===== src/rtl/fifo_rd_ctrl.sv =====
// Read-side controller for the single-clock FIFO over a registered-read memory.
// Owns the read pointer and hides the one-cycle read latency behind a 2-entry output stage.
module fifo_rd_ctrl #(
    parameter int DATASIZE = 8,
    parameter int ADDRSIZE = 4
) (
    input  logic                rclk,
    input  logic                rreset,
    input  logic [ADDRSIZE:0]   wptr,
    output logic [ADDRSIZE:0]   rptr,
    output logic [ADDRSIZE-1:0] raddr,
    output logic                rclken,
    input  logic [DATASIZE-1:0] rdata,
    output logic [DATASIZE-1:0] m_data,
    output logic                m_valid,
    input  logic                m_ready,
    output logic                rempty,
    output logic [ADDRSIZE:0]   rlevel
);

    typedef enum logic [1:0] {EMPTY = 2'd0, ONE = 2'd1, TWO = 2'd2} stage_e;

    stage_e              state;
    logic [DATASIZE-1:0] skid;
    logic                inflight;
    logic                mem_empty;
    logic                pop;
    logic [2:0]          scnt;

    assign scnt      = {1'b0, state};
    assign mem_empty = (wptr == rptr);
    assign pop       = m_valid & m_ready;
    assign raddr     = rptr[ADDRSIZE-1:0];
    assign rlevel    = wptr - rptr;
    assign rempty    = mem_empty & ~inflight & (state == EMPTY);

    // Never commit more reads than the stage can hold once this cycle's pop leaves.
    assign rclken = rreset & ~mem_empty & ((scnt + {2'b0, inflight}) < (3'd2 + {2'b0, pop}));

    always_ff @(posedge rclk) begin
        if (!rreset) begin
            rptr     <= '0;
            inflight <= 1'b0;
            state    <= EMPTY;
            m_data   <= '0;
            m_valid  <= 1'b0;
            skid     <= '0;
        end else begin
            inflight <= rclken;
            if (rclken)
                rptr <= rptr + 1'b1;
            // Returning read data always lands at the tail; head only changes on pop.
            case (state)
                EMPTY: begin
                    if (inflight) begin
                        m_data  <= rdata;
                        m_valid <= 1'b1;
                        state   <= ONE;
                    end
                end
                ONE: begin
                    if (inflight && pop) begin
                        m_data <= rdata;
                    end else if (inflight) begin
                        skid  <= rdata;
                        state <= TWO;
                    end else if (pop) begin
                        m_valid <= 1'b0;
                        state   <= EMPTY;
                    end
                end
                TWO: begin
                    if (pop) begin
                        m_data <= skid;
                        state  <= ONE;
                    end
                end
                default: begin
                    m_valid <= 1'b0;
                    state   <= EMPTY;
                end
            endcase
        end
    end

endmodule


===== config.mk =====
export PLATFORM = sky130hd
export DESIGN_NAME = fifo_rd_ctrl
export DESIGN_NICKNAME = d
export VERILOG_FILES = /design/src/rtl/fifo_rd_ctrl.sv
export SDC_FILE = /design/constraint.sdc
export NUM_CORES = 1
export LEC_CHECK = 0
export BUFFER_PORTS_ARGS = -buffer_cell sky130_fd_sc_hd__clkbuf_2
export CORE_ASPECT_RATIO = 0.8
export CORE_MARGIN = 1
export CORE_UTILIZATION = 50
export CTS_CLUSTER_DIAMETER = 150
export DETAILED_ROUTE_END_ITERATION = 8
export PLACE_DENSITY = 0.76
export SLEW_MARGIN = 0
export SYNTH_ARGS = -nofsm -noshare
export SYNTH_HDL_FRONTEND = slang
export SYNTH_SLANG_ARGS = --single-unit

===== constraint.sdc =====
create_clock -name rclk -period 2.2 [get_ports rclk]
set_input_delay 0.11 -clock rclk [delete_from_list [all_inputs] [get_ports rclk]]
set_output_delay 0.11 -clock rclk [all_outputs]
set_load 0.1 [all_outputs]

# Word-level counts from Yosys, hierarchy flattened
# Cells that the tools add are included.
# word_totals
regBits	25
in_bits	16
out_inout_bits	25
word_cells	52
# classes
n_addsub	4
n_lt_le_gt_ge	1
eq_ne	10
muxes	15
bitwise	9
reduce_logical	7
# op_table
cell	n
8-bit 2-to-1 mux	3
8-bit case mux with 3 select lines	1
2-bit inequality test (second input constant)	6
2-bit 2-to-1 mux	5
4-bit AND reduction	2
2-bit case mux with 3 select lines	1
5-bit by 1-bit adder with 5-bit output (second input constant)	1
1-bit bitwise AND	5
5-bit == test	1
5-bit AND reduction	1
5-bit subtractor	1
1-bit 2-to-1 mux	4
1-bit NOT	4
2-bit by 1-bit adder with 3-bit output	1
2-bit by 1-bit adder with 3-bit output (first input constant)	1
3-bit less-than comparator	1
3-bit inequality test (second input constant)	1
1-bit case mux with 3 select lines	1
3-bit AND reduction	1
3-bit nonzero test	1
2-bit by 1-bit == test with 1-bit output (second input constant)	1
2-bit == test (second input constant)	1
2-bit zero test	1
1-bit logical AND	1

# Longest topological paths before layout
# Gate-level depths: netlist of run 1.
# depth
depth_word	5
depth_mapped	7
ltp_nobuf	7

# Worst setup path before layout of run 1
# Ideal clock, no wire load.
# synth_path
kind	register -> output
from	reg rptr[2]
to	out rempty
t_arrival_ns	4.583
required_time_ns	2.090
slack_ns	-2.493
path_stages_with_launch	6
n_path_buf	0
path_cell_list	dfxtp_1 > inv_1 > ha_1 > and4_1 > nand2_1 > nor4_1
# synth_between
elab_chain_len	3
# synth_lines
element	line	text
from (decl)	10	output logic [ADDRSIZE:0] rptr,
from (signal assigned)	51	rptr <= rptr + 1'b1;
5-bit == test	31	assign mem_empty = (wptr == rptr);
1-bit bitwise AND (2 in series)	35	assign rempty = mem_empty & ~inflight & (state == EMPTY);
to (decl)	17	output logic rempty,
# Every way passes these cells.

# Worst setup path in the final report of run 1
# layout_path
from	reg state[0]
to	out rclken
# layout_between
elab_chain_len	3
# layout_lines
element	line	text
from (decl)	23	stage_e state;
from (signal assigned)	44	state <= EMPTY;
from (signal assigned)	58	state <= ONE;
from (signal assigned)	66	state <= TWO;
2-bit by 1-bit adder with 3-bit output	38	assign rclken = rreset & ~mem_empty & ((scnt + {2'b0, inflight}) < (3'd2 + {2'b0, pop}));
3-bit less-than comparator	38	
1-bit bitwise AND	38	
to (decl)	12	output logic rclken,
# Every way passes these cells.

==> impl_results.md, run 1 <==
- Status: completed
- Setup CP Type: reg2out
- Count of TritonRoute iterations in the first routing pass: 4
- Synth unique cells: 31
- Largest net degree at the start of global routing: 20
- Nets@finish: 211
- Depth of the worst hold-timing path: 3
- Static power due to leakage: 0.000843 uW
- Cell with the largest stage delay on the worst path: sky130_fd_sc_hd__dfxtp_1
- Setup total negative slack: 0 ps
- Power share of the combinational group: 0.511
- Fraction of the cycle the final worst path needs: 0.950
- CP Max Fanout: 8
- Effective utilization at floorplan: 0.532
- Layout cell share with drive strength beyond 1: 0.355
- Fraction of synthesis flops using an asynchronous set or reset pin: 0
- Worst setup path start: state[0]$_SDFFE_PN0P_
- Post-Syn Instances: 149
- Remaining routing DRC violations: 0
- CTS H-tree depth: 1
- Startpoint type of the worst setup path: register
- Mean post-synth cell area: 8.86 sq um
- Total number of placement rows: 16
- Endpoints failing hold: 0
- Number of violations reported at the end of detailed-routing iteration 0: 57
- Pin slew with the least headroom to its limit: 639 ps
- Portion of the post-synthesis area used by sequential elements: 0.379
- Area growth, synth to finish: 28.1%
- Worst-skew pair later-pin latency: 320 ps
- Post-Syn Area: 0.00132 sq mm
- Depth of the most critical reg-to-reg path: 5
- Tot GR Track Use: 0.194
- Core region area: 0.00248 sq mm
- Synthesized-area fraction occupied by adder cells: 0.0815
- Crit path cell chain: ha_1 -> nand3b_1 -> a22o_2 -> nor2_4 -> buf_4
- Most area-hungry cell type in the Yosys netlist: sky130_fd_sc_hd__dfxtp_1
- Destination of the critical timing path: rclken
- Switching part of the total: 0.517
- Worst path max stage delay: 520 ps
- Number of diodes: 0
- Reg2reg start: state[0]$_SDFFE_PN0P_
- Overall via count from detail_route: 1159
- Peak ir drop on the vdd network: 0.572 mV
- Cells taking the most area after synthesis: sky130_fd_sc_hd__dfxtp_1, sky130_fd_sc_hd__mux2i_1, sky130_fd_sc_hd__ha_1
- Clock group share of total power: 0.133
- Final setup violation count: 0
- Number of buffers inserted during clock tree synthesis: 3
- Total congestion overflow: 0
- Routed length per placed instance: 11.9 um
- Routability congestion estimate from global placement: 0.797
- Number of violations of the max-capacitance limit: 0
- Setup slack of the worst register-to-register path: 310 ps
- Top flip-flop cell by instance count after synthesis: sky130_fd_sc_hd__dfxtp_1
- Area fraction of the dominant cell type after synthesis: 0.379
- Vias in the first global route: 905
- First-pass GRT wire length: 4040 um
- Unrepaired setup endpoints after global routing: true
- Achievable clock frequency: 479 MHz
- Final HPWL from detailed placement: 2070 um
- Reg-to-reg endpoint: rptr[3]$_SDFFE_PN0P_
- Commonest cells after routing, fill and taps aside: sky130_fd_sc_hd__clkbuf_2, sky130_fd_sc_hd__nor2_1, sky130_fd_sc_hd__dfxtp_1
- Multiplexer fraction of the synthesized cell area: 0.136
- Number of synthesized flops with an enable pin: 0
- Count of buffers from port buffering: 40
- Number of antenna violations at the first check in global routing: 0
- Count of state elements after synthesis: 25
- HP Class: in2reg
- Chip width: 59.4 um
- Power density of the placed cells: 928 mW/mm^2
- Warnings from Yosys: 0
- Post-synth net total: 173
- Die area: 0.00285 sq mm
- Final setup skew: 7.74 ps
- Endpoint arrival time on the critical path: 1980 ps
- CTS clock-pin slew for the worst setup and hold paths: 140 ps
- Post-DR vias/cell: 5.22
- Shortest period the worst path allows: 2090 ps
- Number of sinks handled by clock tree synthesis: 25
- Total power: 1570 uW
- CP Data Required Time: 2090 ps
- Number of ports placed on the die boundary: 41
- CTS tree: yes
- Post-synthesis share of cell area spent on xor and xnor gates: 0.0265
- Routed wire length: 2640 um
- P_sw: 812 uW
- FILL cells: 219
- Simple-gate area share of the yosys netlist: 0.156
- Post-route antenna net violation count: 0
- CTS root buf: sky130_fd_sc_hd__clkbuf_4
- Max-slew violations: 0
- Number of buffers on the longest clock path: 2
- Number of buffers inserted by hold repair at cts: 0
- Die Height: 48.0 um
- Sequential share of power: 0.356
- Cell internal power dissipation: 757 uW
- Dominant combinational cell family by area after synthesis: simple AND/OR/NAND/NOR gates
- Leading cell type in the layout, fill and taps excluded: sky130_fd_sc_hd__clkbuf_2
- Worst slew slack as a fraction of its limit: 0.574
- Synthesized-area fraction occupied by ao, oa, aoi and oai cells: 0.145
- Critical path endpoint category: output port
==> per-stage QoR <==
stage	hold WS, ps	util	worst slack (ps)	std cells	instance area, sq um
final	26.9	0.681	110	222	1690
after global routing	17.1	0.681	-3.07	222	1690
after CTS	30.0	0.679	9.26	222	1690
after detailed placement	373	0.665	341	218	1650
after global placement	359	0.665	407	218	1650
after floorplan	254	-	-179	149	1430
==> sequential cells by signal, indices dropped and copies added, names as in the netlist <==
signal and flops:
inflight 1, m_data 8, m_valid 1, rptr 5
skid 8, state 2
==> critical path, delay by kind of cell, from the launching register on <==
kind,cells,cell delay [ps]
flip-flops,1,520
AO/OA/AOI/OAI,1,300
adder cells (fa/ha/maj),1,290
buffers and inverters,1,290
AND/OR/NAND/NOR,2,270
==> final cells by class <==
| class | count | area [sq um] | area share |
|---|---|---|---|
| timing repair buffer | 42 | 238 | 0.141 |
| sequential | 25 | 517 | 0.306 |
| inverter | 12 | 47.5 | 0.0281 |
| tap | 36 | 45.0 | 0.0266 |
| multi-input combinational | 103 | 813 | 0.481 |
| clock inverter | 1 | 7.51 | 0.00444 |
| clock buffer | 3 | 22.5 | 0.0133 |
==> layer usage <==
metal,wire length [um],vias to the layer above,GRT usage
met5,0,-,0
met4,20,0,0.0524
met3,111,4,0.0514
met2,1200,29,0.297
met1,1310,534,0.273
li1,-,592,-
==> how the worst min path moves through the flow <==
stage	from	to	slack, ps
final	rdata[3]	skid[3]$_SDFFE_PN0P_	30
after global routing	rdata[3]	skid[3]$_SDFFE_PN0P_	20
after CTS	rdata[3]	skid[3]$_SDFFE_PN0P_	30
after detailed placement	rdata[3]	skid[3]$_SDFFE_PN0P_	370
after global placement	rdata[2]	skid[2]$_SDFFE_PN0P_	360
after floorplan	rdata[0]	skid[0]$_SDFFE_PN0P_	250
==> power by group through the flow <==
stage | Sequential, uW | Combinational (uW) | Clock, uW
4_1_cts | 558 | 804 | 216
5_1_grt | 567 | 848 | 239
3_3_place_gp | 563 | 790 | 0
6_report | 558 | 802 | 209
3_5_place_dp | 568 | 802 | 0
2_1_floorplan | 820 | 427 | 0
==> cell families (layout without fill, tap and decap cells) <==
family | count (synthesis) | count (layout)
and+or+nand+nor | 45 | 45
AOI/OAI and AO/OA | 28 | 28
DFF | 25 | 25
buffers and inverters | 21 | 58
adders and majority gates | 8 | 8
muxes | 18 | 18
xor gates and xnor gates | 4 | 4
==> Yosys cell counts, types with 2 or more instances <==
cell and number:
sky130_fd_sc_hd__buf_4 5, sky130_fd_sc_hd__nand3_1 4, sky130_fd_sc_hd__a21oi_1 8, sky130_fd_sc_hd__inv_1 12, sky130_fd_sc_hd__nand2b_1 3, sky130_fd_sc_hd__ha_1 7
sky130_fd_sc_hd__clkbuf_1 3, sky130_fd_sc_hd__a21o_1 2, sky130_fd_sc_hd__xnor2_1 4, sky130_fd_sc_hd__a211oi_1 9, sky130_fd_sc_hd__o21ai_0 2, sky130_fd_sc_hd__nor2_1 22
sky130_fd_sc_hd__dfxtp_1 25, sky130_fd_sc_hd__nand2_1 8, sky130_fd_sc_hd__mux2i_1 18, sky130_fd_sc_hd__nor2b_1 2
==> repair_timing <==
| action | CTS | global route |
|---|---|---|
| resized for setup | 1 | 3 |
| buffers inserted | 0 | 0 |
| gates cloned | 0 | 0 |
| endpoints found under the setup margin | 1 | 3 |
Power figures use the tool's default switching activity.
==> run 2, diff against run 1 <==
HOLD_SLACK_MARGIN = 0.05   (was default)
SETUP_SLACK_MARGIN = 0.3   (was default)
==> run 2 against run 1 <==
  * Via count is 8.2% higher
  * Final cell count grew 6.3%
  * Worst hold slack better by 30 ps
  * Critical endpoint is now rlevel[4]
  * Critical path type unchanged
==> impl_results.md, run 2 (synthesized netlist as in run 1, its figures left out) <==
- Worst slew slack as a fraction of its limit: 0.567 (-0.00706)
- Die Height: 48.0 um (unchanged)
- Startpoint type of the worst setup path: register
- Number of buffers on the longest clock path: 2 (unchanged)
- Final setup skew: 3.69 ps (-4.05 ps)
- Post-route antenna net violation count: 0 (unchanged)
- Fraction of the cycle the final worst path needs: 0.888 (-0.0622)
- Total number of placement rows: 16 (unchanged)
- Power density of the placed cells: 868 mW/mm^2 (-6.5%)
- Largest net degree at the start of global routing: 20 (unchanged)
- Power share of the combinational group: 0.544 (+0.033)
- CTS clock-pin slew for the worst setup and hold paths: 130 ps (about the same)
- Status: completed
- Overall via count from detail_route: 1254 (+8.2%)
- Largest registers in the final layout: m_data (8), skid (8), rptr (5)
- Setup CP Type: reg2out
- Sequential share of power: 0.334 (-0.022)
- HP Class: in2reg
- Post-DR vias/cell: 5.31 (+1.8%)
- Endpoint arrival time on the critical path: 1840 ps (-140 ps)
- Count of TritonRoute iterations in the first routing pass: 4 (unchanged)
- Commonest cells after routing, fill and taps aside: sky130_fd_sc_hd__clkbuf_2, sky130_fd_sc_hd__nor2_1, sky130_fd_sc_hd__mux2i_1
- Nets@finish: 225 (+6.6%)
- CTS tree: yes
- Effective utilization at floorplan: 0.532 (unchanged)
- Pin slew with the least headroom to its limit: 649 ps (+10.6 ps)
- P_sw: 845 uW (+4.1%)
- Crit path cell chain: ha_4 -> fa_2 -> inv_1 -> a21o_1 -> a21oi_4 -> xnor2_4 -> buf_12
- First-pass GRT wire length: 4180 um (+3.4%)
- Vias in the first global route: 932 (+3.0%)
- CP Max Fanout: 2 (-6)
- Layout cell share with drive strength beyond 1: 0.420 (+0.0652)
- CTS root buf: sky130_fd_sc_hd__clkbuf_4
- Peak ir drop on the vdd network: 0.383 mV (-33%)
- Shortest period the worst path allows: 1950 ps (-137 ps)
- Number of sinks handled by clock tree synthesis: 25 (unchanged)
- CTS H-tree depth: 1 (unchanged)
- Routability congestion estimate from global placement: 0.816 (+2.5%)
- Cell with the largest stage delay on the worst path: sky130_fd_sc_hd__dfxtp_4
- Post-Place Cell Area: 0.00166 sq mm (+0.61%)
- Cell internal power dissipation: 825 uW (+8.9%)
- Number of antenna violations at the first check in global routing: 0 (unchanged)
- Count of buffers from port buffering: 40 (unchanged)
- Worst min-delay path startpoint: rdata[0]
- Chip width: 59.4 um (unchanged)
- Max-slew violations: 0 (unchanged)
- Unrepaired setup endpoints after global routing: true
- Switching part of the total: 0.506 (-0.0113)
- Tot GR Track Use: 0.207 (+0.0125)
- Core region area: 0.00248 sq mm (unchanged)
- Static power due to leakage: 0.000936 uW (+11%)
- Routed length per placed instance: 13.6 um (+14%)
- Die area: 0.00285 sq mm (unchanged)
- Reg2reg start: rptr[1]$_SDFFE_PN0P_
- Final instance area: 0.00192 sq mm (+14%)
- CP Data Required Time: 2090 ps (about the same)
- Number of violations reported at the end of detailed-routing iteration 0: 74 (+30%)
- Worst-skew pair later-pin latency: 320 ps (about the same)
- Leading cell type in the layout, fill and taps excluded: sky130_fd_sc_hd__clkbuf_2
- Critical path endpoint category: output port
- Remaining routing DRC violations: 0 (unchanged)
- Worst path max stage delay: 380 ps (-140 ps)
- Number of ports placed on the die boundary: 41 (unchanged)
- Area growth, synth to finish: 45.7%
- Worst setup path start: rptr[0]$_SDFFE_PN0P_
- Number of diodes: 0 (unchanged)
- Number of violations of the max-capacitance limit: 0 (unchanged)
- Endpoints failing hold: 0 (unchanged)
- Achievable clock frequency: 512 MHz (+7.0%)
- Final setup violation count: 0 (unchanged)
- Routed wire length: 3210 um (+21%)
- Clock group share of total power: 0.122 (-0.011)
- Total congestion overflow: 0 (unchanged)
- Number of buffers inserted during clock tree synthesis: 3 (unchanged)
- Final HPWL from detailed placement: 2080 um (+0.28%)
- Total power: 1670 uW (+6.4%)
run 2: power by group through the flow:
stage / sequential (uW) / clock (uW) / combinational [uW]
floorplan: 821 / 0 / 433
global placement: 564 / 0 / 798
detailed placement: 568 / 0 / 809
CTS: 556 / 211 / 857
global route: 563 / 234 / 949
finish: 557 / 204 / 908
run 2: timing repair:
| item | in CTS | in global routing |
|---|---|---|
| setup endpoints to repair | 6 | 6 |
| pin swaps | 4 | 10 |
| hold buffers | 5 | 1 |
| setup buffers | 3 | 5 |
| hold endpoints to repair | 5 | 1 |
| resized for setup | 15 | 11 |
run 2: per-layer routing:
metal / track usage / wire length (um)
met5: 0 / 0
met4: 0.0762 / 25
met3: 0.0541 / 198
met2: 0.319 / 1570
met1: 0.282 / 1410
run 2: cell type report:
class / count / area [sq um]
Clock buffer: 3 / 22.5
Sequential cell: 25 / 523
Fill cell: 174 / 559
Tap cell: 36 / 45.0
Timing Repair Buffer: 56 / 397
Multi-Input combinational cell: 103 / 877
Inverter: 12 / 53.8
Clock inverter: 1 / 5.00
run 2: metrics by stage:
| step | worst slack (ps) | hold slack [ps] | util | instances | setup TNS [ps] |
|---|---|---|---|---|---|
| floorplan | -179 | 254 | - | 149 | -179 |
| global placement | 419 | 363 | 0.669 | 218 | 0 |
| detailed placement | 358 | 368 | 0.669 | 218 | 0 |
| CTS | 177 | 50.2 | 0.734 | 230 | 0 |
| global route | 173 | 51.9 | 0.775 | 236 | 0 |
| finish | 247 | 57.1 | 0.775 | 236 | 0 |
run 2: critical path, delay by kind of cell, from the launching register on:
kind | cells | cell delay [ps]
buf+inv | 2 | 270
fa+ha+maj | 2 | 500
xor+xnor | 1 | 150
flops | 1 | 380
compound gates | 2 | 230
run 2: final timing paths:
check                    endpoint  slack [ps]  depth (start not counted)
max reg2reg  rptr[0]$_SDFFE_PN0P_         390                          7
min          skid[0]$_SDFFE_PN0P_          60                          3
max                     rlevel[4]         250                          7
min reg2reg  rptr[4]$_SDFFE_PN0P_         480                          1
